`src/rtl/dca_matrix_store_scheduler_pkg.sv`:
```
// Shared state encoding and size helpers for the DCA matrix store scheduler.
package dca_matrix_store_scheduler_pkg;

  typedef enum logic [2:0] {
    IDLE      = 3'd0,
    WAIT_TILE = 3'd1,
    REQ       = 3'd2,
    ISSUE     = 3'd3,
    DRAIN     = 3'd4
  } sched_state_e;

  // Bytes covered by one tensor row of a tile.
  function automatic int unsigned row_bytes(input int unsigned num_col,
                                            input int unsigned bw_scalar);
    return (num_col * bw_scalar) / 8;
  endfunction

endpackage

```
`src/rtl/dca_matrix_store_scheduler_if.sv`:
```
// Job config, tile-ready, mover and store-DMA command signals of the store scheduler.
interface dca_matrix_store_scheduler_if #(
  parameter int unsigned BW_ADDR     = 32,
  parameter int unsigned BW_TILE_IDX = 8
);
  logic                   cfg_valid;
  logic                   cfg_ready;
  logic [BW_ADDR-1:0]     cfg_base_addr;
  logic [BW_ADDR-1:0]     cfg_row_stride;
  logic [BW_TILE_IDX-1:0] cfg_num_tile_row;
  logic [BW_TILE_IDX-1:0] cfg_num_tile_col;
  logic                   tile_avail_valid;
  logic                   tile_avail_ready;
  logic                   storereg_wready;
  logic                   storereg_wrequest;
  logic                   wcmd_valid;
  logic                   wcmd_ready;
  logic [BW_ADDR-1:0]     wcmd_addr;
  logic                   wcmd_last;

  // Scheduler side.
  modport master (
    input  cfg_valid, cfg_base_addr, cfg_row_stride, cfg_num_tile_row, cfg_num_tile_col,
    input  tile_avail_valid, storereg_wready, wcmd_ready,
    output cfg_ready, tile_avail_ready, storereg_wrequest, wcmd_valid, wcmd_addr, wcmd_last
  );

  // Control registers, compute engine, mover and DMA side.
  modport slave (
    output cfg_valid, cfg_base_addr, cfg_row_stride, cfg_num_tile_row, cfg_num_tile_col,
    output tile_avail_valid, storereg_wready, wcmd_ready,
    input  cfg_ready, tile_avail_ready, storereg_wrequest, wcmd_valid, wcmd_addr, wcmd_last
  );
endinterface

```
`src/rtl/dca_matrix_store_addr_gen.sv`:
```
// Incremental row-address generator: tile-row base, tile-column base and row address,
// advanced with adders only.
module dca_matrix_store_addr_gen #(
  parameter int unsigned BW_ADDR   = 32,
  parameter int unsigned ROW_BYTES = 16,
  parameter int unsigned ROW_SHIFT = 2
) (
  input  logic               clk,
  input  logic               rst,
  input  logic               load,
  input  logic               next_row,
  input  logic               next_tile_col,
  input  logic               next_tile_row,
  input  logic [BW_ADDR-1:0] base_addr,
  input  logic [BW_ADDR-1:0] row_stride,
  output logic [BW_ADDR-1:0] row_addr
);

  localparam logic [BW_ADDR-1:0] COL_STEP = BW_ADDR'(ROW_BYTES);

  logic [BW_ADDR-1:0] stride_q;
  logic [BW_ADDR-1:0] tile_step_q;
  logic [BW_ADDR-1:0] row_base_q;
  logic [BW_ADDR-1:0] col_base_q;
  logic [BW_ADDR-1:0] col_base_nx;
  logic [BW_ADDR-1:0] row_base_nx;

  assign col_base_nx = col_base_q + COL_STEP;
  assign row_base_nx = row_base_q + tile_step_q;

  // A new tile starts its row address at the new tile-column base in the same cycle.
  always_ff @(posedge clk) begin
    if (rst) begin
      stride_q    <= '0;
      tile_step_q <= '0;
      row_base_q  <= '0;
      col_base_q  <= '0;
      row_addr    <= '0;
    end else if (load) begin
      stride_q    <= row_stride;
      tile_step_q <= row_stride << ROW_SHIFT;
      row_base_q  <= base_addr;
      col_base_q  <= base_addr;
      row_addr    <= base_addr;
    end else if (next_tile_row) begin
      row_base_q  <= row_base_nx;
      col_base_q  <= row_base_nx;
      row_addr    <= row_base_nx;
    end else if (next_tile_col) begin
      col_base_q  <= col_base_nx;
      row_addr    <= col_base_nx;
    end else if (next_row) begin
      row_addr    <= row_addr + stride_q;
    end
  end

endmodule

```
`src/rtl/dca_matrix_store_scheduler.sv`:
```
// Sequences tile-by-tile storage of the output matrix: waits for each tile, starts the
// mover, issues one store command per row, then waits for the mover to drain.
module dca_matrix_store_scheduler
  import dca_matrix_store_scheduler_pkg::*;
#(
  parameter int unsigned MATRIX_SIZE_PARA = 4,
  parameter int unsigned BW_TENSOR_SCALAR = 32,
  parameter int unsigned BW_ADDR          = 32,
  parameter int unsigned BW_TILE_IDX      = 8
) (
  input  logic clk,
  input  logic rst,
  input  logic clear,
  input  logic enable,
  output logic busy,
  output logic done,
  dca_matrix_store_scheduler_if.master bus
);

  localparam int unsigned MATRIX_NUM_ROW = MATRIX_SIZE_PARA;
  localparam int unsigned MATRIX_NUM_COL = MATRIX_SIZE_PARA;
  localparam int unsigned ROW_BYTES      = row_bytes(MATRIX_NUM_COL, BW_TENSOR_SCALAR);
  localparam int unsigned ROW_SHIFT      = $clog2(MATRIX_NUM_ROW);
  localparam int unsigned RW             = (MATRIX_NUM_ROW > 1) ? ROW_SHIFT : 1;
  localparam logic [RW-1:0] LAST_ROW     = RW'(MATRIX_NUM_ROW - 1);

  sched_state_e state;
  sched_state_e state_nx;

  logic                   sync_rst;
  logic [BW_TILE_IDX-1:0] tr;
  logic [BW_TILE_IDX-1:0] tc;
  logic [BW_TILE_IDX-1:0] ntr;
  logic [BW_TILE_IDX-1:0] ntc;
  logic [RW-1:0]          r;
  logic                   zero_done_q;

  logic cfg_fire;
  logic avail_fire;
  logic req_fire;
  logic wcmd_fire;
  logic drain_fire;
  logic zero_job;
  logic last_row;
  logic last_col;
  logic last_tile;

  logic load;
  logic next_row;
  logic next_tile_col;
  logic next_tile_row;

  assign sync_rst = rst | clear;

  assign bus.cfg_ready         = enable && (state == IDLE);
  assign bus.tile_avail_ready  = enable && (state == WAIT_TILE);
  assign bus.storereg_wrequest = enable && (state == REQ) && bus.storereg_wready;
  assign bus.wcmd_valid        = enable && (state == ISSUE);
  assign bus.wcmd_last         = (state == ISSUE) && last_row;
  assign busy                  = (state != IDLE);

  assign cfg_fire   = bus.cfg_valid && bus.cfg_ready;
  assign avail_fire = bus.tile_avail_valid && bus.tile_avail_ready;
  assign req_fire   = bus.storereg_wrequest;
  assign wcmd_fire  = bus.wcmd_valid && bus.wcmd_ready;
  assign drain_fire = enable && (state == DRAIN) && bus.storereg_wready;

  assign zero_job  = (bus.cfg_num_tile_row == '0) || (bus.cfg_num_tile_col == '0);
  assign last_row  = (r == LAST_ROW);
  assign last_col  = (tc == ntc - BW_TILE_IDX'(1));
  assign last_tile = last_col && (tr == ntr - BW_TILE_IDX'(1));

  // Zero-tile jobs report done one cycle after acceptance; real jobs on the final drain.
  assign done = enable && (zero_done_q || (drain_fire && last_tile));

  always_comb begin
    state_nx      = state;
    load          = 1'b0;
    next_row      = 1'b0;
    next_tile_col = 1'b0;
    next_tile_row = 1'b0;
    case (state)
      IDLE: begin
        if (cfg_fire) begin
          load = 1'b1;
          if (!zero_job) state_nx = WAIT_TILE;
        end
      end
      WAIT_TILE: begin
        if (avail_fire) state_nx = REQ;
      end
      REQ: begin
        if (req_fire) state_nx = ISSUE;
      end
      ISSUE: begin
        if (wcmd_fire) begin
          next_row = 1'b1;
          if (last_row) state_nx = DRAIN;
        end
      end
      DRAIN: begin
        if (drain_fire) begin
          next_tile_row = last_col;
          next_tile_col = !last_col;
          state_nx      = last_tile ? IDLE : WAIT_TILE;
        end
      end
      default: state_nx = IDLE;
    endcase
  end

  always_ff @(posedge clk) begin
    if (sync_rst) begin
      state       <= IDLE;
      tr          <= '0;
      tc          <= '0;
      ntr         <= '0;
      ntc         <= '0;
      r           <= '0;
      zero_done_q <= 1'b0;
    end else begin
      if (enable) state <= state_nx;
      if (cfg_fire) begin
        ntr <= bus.cfg_num_tile_row;
        ntc <= bus.cfg_num_tile_col;
        tr  <= '0;
        tc  <= '0;
      end
      if (req_fire) r <= '0;
      else if (wcmd_fire) r <= r + RW'(1);
      if (drain_fire) begin
        if (last_col) begin
          tc <= '0;
          tr <= tr + BW_TILE_IDX'(1);
        end else begin
          tc <= tc + BW_TILE_IDX'(1);
        end
      end
      if (cfg_fire && zero_job) zero_done_q <= 1'b1;
      else if (enable)          zero_done_q <= 1'b0;
    end
  end

  dca_matrix_store_addr_gen #(
    .BW_ADDR   (BW_ADDR),
    .ROW_BYTES (ROW_BYTES),
    .ROW_SHIFT (ROW_SHIFT)
  ) u_addr_gen (
    .clk           (clk),
    .rst           (sync_rst),
    .load          (load),
    .next_row      (next_row),
    .next_tile_col (next_tile_col),
    .next_tile_row (next_tile_row),
    .base_addr     (bus.cfg_base_addr),
    .row_stride    (bus.cfg_row_stride),
    .row_addr      (bus.wcmd_addr)
  );

endmodule
```
`src/flat_wrapper.sv`:
```
// flat-port wrapper written by rule: the top's interface ports become plain ports
module dca_matrix_store_scheduler_flat import dca_matrix_store_scheduler_pkg::*;
#(
  parameter int unsigned MATRIX_SIZE_PARA = 4,
  parameter int unsigned BW_TENSOR_SCALAR = 32,
  parameter int unsigned BW_ADDR          = 32,
  parameter int unsigned BW_TILE_IDX      = 8
)
  (clk, rst, clear, enable, busy, done, bus_cfg_valid, bus_cfg_base_addr, bus_cfg_row_stride, bus_cfg_num_tile_row, bus_cfg_num_tile_col, bus_tile_avail_valid, bus_storereg_wready, bus_wcmd_ready, bus_cfg_ready, bus_tile_avail_ready, bus_storereg_wrequest, bus_wcmd_valid, bus_wcmd_addr, bus_wcmd_last);
  dca_matrix_store_scheduler_if #(.BW_ADDR(BW_ADDR), .BW_TILE_IDX(BW_TILE_IDX)) bus_i ();
  input  logic clk;
  input  logic rst;
  input  logic clear;
  input  logic enable;
  output logic busy;
  output logic done;
  input wire logic [$bits(bus_i.cfg_valid)-1:0] bus_cfg_valid;
  input wire logic [$bits(bus_i.cfg_base_addr)-1:0] bus_cfg_base_addr;
  input wire logic [$bits(bus_i.cfg_row_stride)-1:0] bus_cfg_row_stride;
  input wire logic [$bits(bus_i.cfg_num_tile_row)-1:0] bus_cfg_num_tile_row;
  input wire logic [$bits(bus_i.cfg_num_tile_col)-1:0] bus_cfg_num_tile_col;
  input wire logic [$bits(bus_i.tile_avail_valid)-1:0] bus_tile_avail_valid;
  input wire logic [$bits(bus_i.storereg_wready)-1:0] bus_storereg_wready;
  input wire logic [$bits(bus_i.wcmd_ready)-1:0] bus_wcmd_ready;
  output wire logic [$bits(bus_i.cfg_ready)-1:0] bus_cfg_ready;
  output wire logic [$bits(bus_i.tile_avail_ready)-1:0] bus_tile_avail_ready;
  output wire logic [$bits(bus_i.storereg_wrequest)-1:0] bus_storereg_wrequest;
  output wire logic [$bits(bus_i.wcmd_valid)-1:0] bus_wcmd_valid;
  output wire logic [$bits(bus_i.wcmd_addr)-1:0] bus_wcmd_addr;
  output wire logic [$bits(bus_i.wcmd_last)-1:0] bus_wcmd_last;
  assign bus_i.cfg_valid = bus_cfg_valid;
  assign bus_i.cfg_base_addr = bus_cfg_base_addr;
  assign bus_i.cfg_row_stride = bus_cfg_row_stride;
  assign bus_i.cfg_num_tile_row = bus_cfg_num_tile_row;
  assign bus_i.cfg_num_tile_col = bus_cfg_num_tile_col;
  assign bus_i.tile_avail_valid = bus_tile_avail_valid;
  assign bus_i.storereg_wready = bus_storereg_wready;
  assign bus_i.wcmd_ready = bus_wcmd_ready;
  assign bus_cfg_ready = bus_i.cfg_ready;
  assign bus_tile_avail_ready = bus_i.tile_avail_ready;
  assign bus_storereg_wrequest = bus_i.storereg_wrequest;
  assign bus_wcmd_valid = bus_i.wcmd_valid;
  assign bus_wcmd_addr = bus_i.wcmd_addr;
  assign bus_wcmd_last = bus_i.wcmd_last;
  dca_matrix_store_scheduler #(.MATRIX_SIZE_PARA(MATRIX_SIZE_PARA), .BW_TENSOR_SCALAR(BW_TENSOR_SCALAR), .BW_ADDR(BW_ADDR), .BW_TILE_IDX(BW_TILE_IDX)) u_core (.clk(clk), .rst(rst), .clear(clear), .enable(enable), .busy(busy), .done(done), .bus(bus_i));
endmodule
```
`config.mk`:
```
export PLATFORM = sky130hd
export DESIGN_NAME = dca_matrix_store_scheduler_flat
export DESIGN_NICKNAME = d
export VERILOG_FILES = /design/src/rtl/dca_matrix_store_scheduler_pkg.sv /design/src/rtl/dca_matrix_store_scheduler_if.sv /design/src/rtl/dca_matrix_store_addr_gen.sv /design/src/rtl/dca_matrix_store_scheduler.sv /design/src/flat_wrapper.sv
export SDC_FILE = /design/constraint.sdc
export NUM_CORES = 1
export LEC_CHECK = 0
export CAP_MARGIN = 10
export CORE_ASPECT_RATIO = 1.25
export CORE_MARGIN = 2
export CORE_UTILIZATION = 55
export DETAILED_ROUTE_END_ITERATION = 7
export HOLD_SLACK_MARGIN = 0.02
export PLACE_DENSITY = 0.74
export SYNTH_ARGS = -nofsm -noshare
export SYNTH_HDL_FRONTEND = slang
export SYNTH_HIERARCHICAL = 1
export SYNTH_SLANG_ARGS = --single-unit
```
`constraint.sdc`:
```
create_clock -name clk -period 3.82 [get_ports clk]
set_clock_uncertainty 0.1 [all_clocks]
set_input_delay 0.382 -clock clk [delete_from_list [all_inputs] [get_ports clk]]
set_output_delay 0.382 -clock clk [all_outputs]
set_load 0.05 [all_outputs]
```
==> results of run 1 <==
==> how the worst min path moves through the flow <==
stage / startpoint / end / slack [ps]
6_report: u_core/u_addr_gen/row_base_q[15] / u_core/u_addr_gen/row_base_q[15] / 360
2_1_floorplan: u_core/u_addr_gen/col_base_q[2] / u_core/u_addr_gen/col_base_q[2] / 340
3_3_place_gp: u_core/u_addr_gen/col_base_q[3] / u_core/u_addr_gen/col_base_q[3] / 350
4_1_cts: u_core/u_addr_gen/row_base_q[11] / u_core/u_addr_gen/row_base_q[11] / 360
3_5_place_dp: u_core/u_addr_gen/row_base_q[15] / u_core/u_addr_gen/row_base_q[15] / 350
5_1_grt: u_core/u_addr_gen/row_base_q[23] / u_core/u_addr_gen/row_base_q[23] / 380
==> layout by cell type (no fill, tap or decap), types with 12 or more instances in the layout <==
cell type / synthesis / final
nand2_1: 169 / 169
dfxtp_1: 166 / 166
nor2_1: 161 / 158
clkdlybuf4s50_1: 0 / 125
a21oi_1: 125 / 125
ha_1: 66 / 66
o21ai_0: 63 / 63
xnor2_1: 58 / 58
xor2_1: 44 / 44
mux2i_1: 42 / 42
nand3_1: 38 / 38
a211oi_1: 31 / 31
inv_1: 31 / 30
nor3_1: 28 / 28
a311oi_1: 24 / 24
and3_1: 22 / 22
nand2b_1: 20 / 20
buf_4: 0 / 20
a21o_1: 18 / 18
a31oi_1: 18 / 18
clkbuf_16: 0 / 17
a22oi_1: 16 / 16
nor2b_1: 16 / 15
o21ai_1: 14 / 14
nand4_1: 13 / 13
o21a_1: 12 / 12
==> sequential cells by signal, indices dropped and copies added, names as in the netlist <==
register                      cells
u_core/u_addr_gen/col_base_q     32
u_core/zero_done_q                1
u_core/r                          2
u_core/tc                         8
u_core/ntr                        8
u_core/u_addr_gen/stride_q       32
u_core/tr                         8
u_core/state                      3
u_core/ntc                        8
u_core/u_addr_gen/row_addr       32
u_core/u_addr_gen/row_base_q     32
==> power groups by stage <==
stage                     sequential (mW)  clock [mW]  combinational (mW)
after detailed placement             1.85           0               0.551
after global routing                 1.81        1.86               0.603
after CTS                            1.81        1.78               0.554
final                                1.81        1.76               0.557
after global placement               1.85           0               0.544
after floorplan                      1.87           0               0.306
==> per-layer routing <==
metal	vias to the layer above	track usage, %	part of all wire, %	wire (microns)
met1	5101	36.0	41	13000
met3	65	3.68	4.9	1540
met4	0	14.3	3.6	1120
li1	5325	-	-	-
met2	344	52.0	50	15900
met5	-	0	0	0
==> cell families (layout without fill, tap and decap cells) <==
family,after synthesis,count (layout),share of synthesized area (%)
AOI/OAI and AO/OA,403,403,24.1
DFF,166,166,30.1
and+or+nand+nor,524,524,22.3
muxes,42,42,3.80
buffers and inverters,108,216,3.77
adders and majority gates,68,68,7.83
xor gates and xnor gates,102,102,8.08
==> final cells by class <==
class	count	area [sq um]	share of cell area (%)
clock buffer	21	470	3.56
clock inverter	11	124	0.937
inverter	34	133	1.00
multi-input combinational	1139	7330	55.5
sequential	166	3320	25.1
tap	270	338	2.56
timing repair buffer	150	1490	11.3
==> tightest hold or removal path: cells and delay by family (launching register included) <==
family | cells | cell delay (ps)
simple gates | 1 | 50
compound gates | 1 | 50
flops | 1 | 310
==> stage by stage <==
step / hold slack [ps] / utilization (%)
after floorplan: 337 / -
after global placement: 346 / 63.4
after detailed placement: 352 / 63.4
after CTS: 361 / 66.4
after global routing: 378 / 66.5
final: 357 / 66.5
==> results_dict.tcl, run 1 <==
set metrics [dict create \
    crit_type "reg2reg" \
    tns_ps 0 \
    ys_warn_count 6 \
    p_leak_nw 5.16 \
    cts_buffers 17 \
    stdcell_count 1791 \
    post_cts_resized 0 \
    vias 10835 \
    ys_dominant_reg_cell "dfxtp_1" \
    fmax_mhz 276 \
    grt_pass1_vias 10258 \
    swShare_pct 26.6 \
    clock-sinks 166 \
    synth_seq_cells 166 \
    numPortBuffers 126 \
    p_seq_share_pct 43.9 \
    fin_crit_sh_pct 94.8 \
    synth_top_cell_area_share_pct 30.1 \
    syn_area_sq_um 11100 \
    placed_area_sq_um 12600 \
    finalWirelength_mm 31.5 \
    design_area_sq_um 13200 \
    synth_cells 1413 \
    fp-row-count 58 \
    min_period_ps 3620 \
    start_kind "flop" \
    viasPerCell 6.05 \
    pre_cts_slack_ps 289 \
    slew_headroom_pct 34.5 \
    gp_congestion 0.920 \
    drive_above_1_share_pct 5.72 \
    ios 127 \
    clk_pin_slew_ps 70 \
    cts_setup_buffers 0 \
    min_path_cells 2 \
    r2r_cells 12 \
    required_ps 4080 \
    grt_max_degree 90 \
    diodes 0 \
    endpoint_kind "flop" \
    clk-insertion-delay-late_ps 440 \
    cp_max_fo 3 \
    post_synth_num_cell_types 84 \
    cp_top_family "compound AO/OA/AOI/OAI gates" \
    endpoint "u_core/u_addr_gen/row_addr[26]" \
    h-tree-depth 4 \
    p_int_mw 3.03 \
    fp.dieH_microns 162 \
    post-synth-top-count-cell "nand2_1" \
    syn_to_final_growth_pct 19.5 \
    clk_path_buf_depth 2 \
    hold_class "reg2reg" \
    cp_cell_sequence "ha_1 -> fa_1 -> a21o_1 -> a221o_1 -> a21oi_1 -> a31oi_1 -> a41o_1 -> o41ai_4 -> xor2_1 -> a221oi_1 -> nor2_1 -> nor3_1" \
    synth_area_per_cell_sq_um 7.82 \
    clockRootBuffer "clkbuf_16" \
    dpl.hpwl_mm 22.9 \
    drtAntennaViolNets 0 \
    grt_pass1_wl_mm 50.4 \
    power.density_nw_per_um2 312 \
    fillers 1738 \
    crit_path_top_delay_cell "fa_1" \
    cp_num_buf_inv 0 \
    r2r-start "u_core/u_addr_gen/row_addr[0]" \
    synthArstFlopShare_pct 0 \
    setup_viol 0 \
    rsz0062_at_grt "no" \
    wl_per_cell_microns 17.6 \
    drc_errors 0 \
    setup_ws_ps 200 \
    overflow 0 \
    crit-reg2reg-capture "u_core/u_addr_gen/row_addr[26]" \
    drt_iter0_drc 770 \
    synth_area_leaders "dfxtp_1 (30%), ha_1 (7.5%), nand2_1 (5.7%), a21oi_1 (5.7%), nor2_1 (5.5%)" \
    synth_common_cells "nand2_1 (169), dfxtp_1 (166), nor2_1 (161)" \
    initial_utilization_pct 55.6 \
    r2r_slack_ps 200 \
    final_nets 1664 \
    vdd_ir_drop_max_mv 0.316 \
    core_sq_um 19900 \
    tightest_slew_ps 983 \
    p_switching_mw 1.09 \
    cp_num_cells 12 \
    power.total_mw 4.12 \
    critPathLaunch "u_core/u_addr_gen/row_addr[0]" \
    dieArea_sq_um 21300 \
    slew_violations 0 \
    yosys.area.top_type "dfxtp_1" \
    dp_cells 1759 \
    dieWidth_microns 131 \
    cts_hold_buf 0 \
    p_clk_share_pct 42.6 \
    yosysSeqAreaShare_pct 30.1 \
    dr.pass1.iters 8 \
    maxCapViolCount 0 \
    cp_slowest_stage_delay_ps 420 \
    hold_violations 0 \
    cts_tree "built" \
    combPwrFrac_pct 13.5 \
    status "finished, final reports clean" \
    grt_usage_pct 29.8 \
    cp.arrival_ps 3880 \
    syn_nets 1569 \
    synth-edff-count 0 \
    antenna_found_initial 0 \
]
Power figures use the tool's default switching activity.
==> run 2, diff against run 1 <==
--- a/config.mk
+++ b/config.mk
@@ -10,7 +10,6 @@
 export CORE_MARGIN = 2
 export CORE_UTILIZATION = 55
 export DETAILED_ROUTE_END_ITERATION = 7
-export HOLD_SLACK_MARGIN = 0.02
 export PLACE_DENSITY = 0.74
 export SYNTH_ARGS = -nofsm -noshare
 export SYNTH_HDL_FRONTEND = slang
==> constraint.sdc (replaced) <==
create_clock -name clk -period 3.4 [get_ports clk]
set_clock_uncertainty 0.1 [all_clocks]
set_input_delay 0.34 -clock clk [delete_from_list [all_inputs] [get_ports clk]]
set_output_delay 0.34 -clock clk [all_outputs]
set_load 0.05 [all_outputs]
==> run 2 against run 1 <==
Sequential power is 12% higher. Combinational power rose by 17%. Critical endpoint unchanged. Routed wire length grew 3.7%. Count of clock-buffer cells in the layout down 3. Sequential cell count stayed put. Critical path depth unchanged. Highest routed layer unchanged. Final area up 3.2%. Fmax is 11% higher. Sequential share of layout area shrank 0.77 points. Non-clock buffer count is 44 higher.
==> results_dict.tcl, run 2 (synthesized netlist as in run 1, its figures left out) <==
set metrics [dict create \
    fillers 1746 \
    drtAntennaViolNets 0 \
    r2r-start "u_core/u_addr_gen/stride_q[0]" \
    crit-reg2reg-capture "u_core/u_addr_gen/row_addr[26]" \
    cts_hold_buf 0 \
    tightest_slew_ps 548 \
    grt_pass1_wl_mm 51.9 \
    r2r_cells 12 \
    drt_iter0_drc 866 \
    pre_cts_slack_ps -1.23 \
    h-tree-depth 4 \
    cts_buffers 17 \
    start_kind "flop" \
    placed_area_sq_um 12900 \
    maxCapViolCount 0 \
    fin_crit_sh_pct 96.1 \
    grt_pass1_vias 10490 \
    critPathLaunch "u_core/u_addr_gen/stride_q[0]" \
    power.total_mw 4.52 \
    crit_type "reg2reg" \
    required_ps 3650 \
    clock-sinks 166 \
    core_sq_um 19900 \
    p_switching_mw 1.29 \
    syn_to_final_growth_pct 23.4 \
    r2r_slack_ps 130 \
    hold_class "reg2reg" \
    viasPerCell 6.02 \
    dieWidth_microns 131 \
    slew_headroom_pct 63.4 \
    numPortBuffers 126 \
    setup_viol 0 \
    power.density_nw_per_um2 331 \
    ios 127 \
    p_leak_nw 5.37 \
    endpoint_kind "flop" \
    endpoint "u_core/u_addr_gen/row_addr[26]" \
    clockRootBuffer "clkbuf_16" \
    initial_utilization_pct 55.6 \
    grt_max_degree 100 \
    clk_path_buf_depth 2 \
    vias 11051 \
    combPwrFrac_pct 14.4 \
    antenna_found_initial 0 \
    grt_usage_pct 30.4 \
    p_seq_share_pct 44.9 \
    slew_violations 0 \
    tns_ps 0 \
    final_common_cell "nand2_1" \
    fp.dieH_microns 162 \
    clk_pin_slew_ps 70 \
    mostFrequentLayoutCells "nand2_1 (169), dfxtp_1 (164), nor2_1 (158)" \
    diodes 0 \
    vdd_ir_drop_max_mv 0.347 \
    cp.arrival_ps 3520 \
    finalWirelength_mm 32.7 \
    dieArea_sq_um 21300 \
    dpl.hpwl_mm 23.8 \
    drive_above_1_share_pct 9.71 \
    design_area_sq_um 13600 \
    hold_violations 0 \
    fp-row-count 58 \
    overflow 0 \
    min_period_ps 3270 \
    drc_errors 0 \
    final_nets 1708 \
    fmax_mhz 306 \
    status "finished, final reports clean" \
    clk-insertion-delay-late_ps 430 \
    p_clk_share_pct 40.7 \
    gp_congestion 0.935 \
    rsz0062_at_grt "yes" \
    dr.pass1.iters 5 \
    p_int_mw 3.23 \
    cp_max_fo 3 \
    cts_tree "built" \
    wl_per_cell_microns 17.8 \
    setup_ws_ps 134 \
    swShare_pct 28.5 \
]
==> run 2: cell types whose count changed in the layout (fill, tap and decap cells not counted), moves of 3 or more <==
| cell | before | now |
|---|---|---|
| buf_4 | 20 | 61 |
| a211oi_2 | 4 | 7 |
| inv_6 | 1 | 7 |
| clkbuf_8 | 3 | 0 |
| a211oi_1 | 31 | 28 |
| buf_12 | 4 | 8 |
==> run 2: how the worst min path moves through the flow <==
stage	from	end	slack [ps]	cells after the start
2_1_floorplan	u_core/u_addr_gen/col_base_q[2]	u_core/u_addr_gen/col_base_q[2]	340	2
3_3_place_gp	u_core/u_addr_gen/col_base_q[3]	u_core/u_addr_gen/col_base_q[3]	350	2
3_5_place_dp	u_core/u_addr_gen/col_base_q[2]	u_core/u_addr_gen/col_base_q[2]	350	2
4_1_cts	u_core/u_addr_gen/row_base_q[28]	u_core/u_addr_gen/row_base_q[28]	360	2
5_1_grt	u_core/u_addr_gen/row_base_q[15]	u_core/u_addr_gen/row_base_q[15]	390	2
6_report	u_core/u_addr_gen/row_base_q[18]	u_core/u_addr_gen/row_base_q[18]	360	2
==> run 2: cell type report <==
| type | instances | area (sq um) | area share, % |
|---|---|---|---|
| timing repair buffer | 194 | 1870 | 13.7 |
| multi-input combinational | 1139 | 7430 | 54.5 |
| tap | 270 | 338 | 2.48 |
| clock buffer | 18 | 429 | 3.15 |
| inverter | 34 | 133 | 0.972 |
| clock inverter | 14 | 116 | 0.853 |
| sequential | 166 | 3330 | 24.4 |
==> run 2: per-stage QoR <==
stage / utilization [%] / cells / hold slack (ps)
after detailed placement: 65.1 / 1797 / 351
after floorplan: - / 1413 / 337
after global routing: 68.6 / 1835 / 386
final: 68.6 / 1835 / 364
after global placement: 65.1 / 1797 / 345
after CTS: 67.9 / 1829 / 363
==> run 2: routing by layer <==
layer | up-vias | global-route usage (%) | share of wire, %
met5 | - | 0 | 0
met1 | 5203 | 35.9 | 41
met3 | 90 | 3.81 | 5.0
li1 | 5402 | - | -
met2 | 356 | 54.0 | 50
met4 | 0 | 14.2 | 4.0
==> run 2: power groups by stage <==
stage          Combinational, mW  Sequential (mW)  Clock (mW)
6_report                   0.651             2.03        1.84
5_1_grt                    0.705             2.03        1.94
4_1_cts                    0.644             2.03        1.86
3_5_place_dp               0.640             2.07           0
3_3_place_gp               0.635             2.07           0
2_1_floorplan              0.344             2.10           0
==> run 2: worst max-delay path, stage by stage, from the launching register on <==
cell and delay, ps:
dfxtp_2 350, ha_4 180, fa_2 360, a21o_1 220, a221o_1 370, a21oi_2 230
a31oi_2 140, a41o_1 270, o41ai_4 420, xor2_1 120, a221oi_1 240, nor2_1 70
nor3_1 120
==> run 2: what timing repair did <==
| item | 4_1_cts | 5_1_grt |
|---|---|---|
| endpoints found under the setup margin | 1 | 37 |
| setup buffers | 0 | 6 |
| pin swaps | 0 | 12 |
| endpoints found under the hold margin | 0 | 0 |
| gates resized for setup | 1 | 23 |
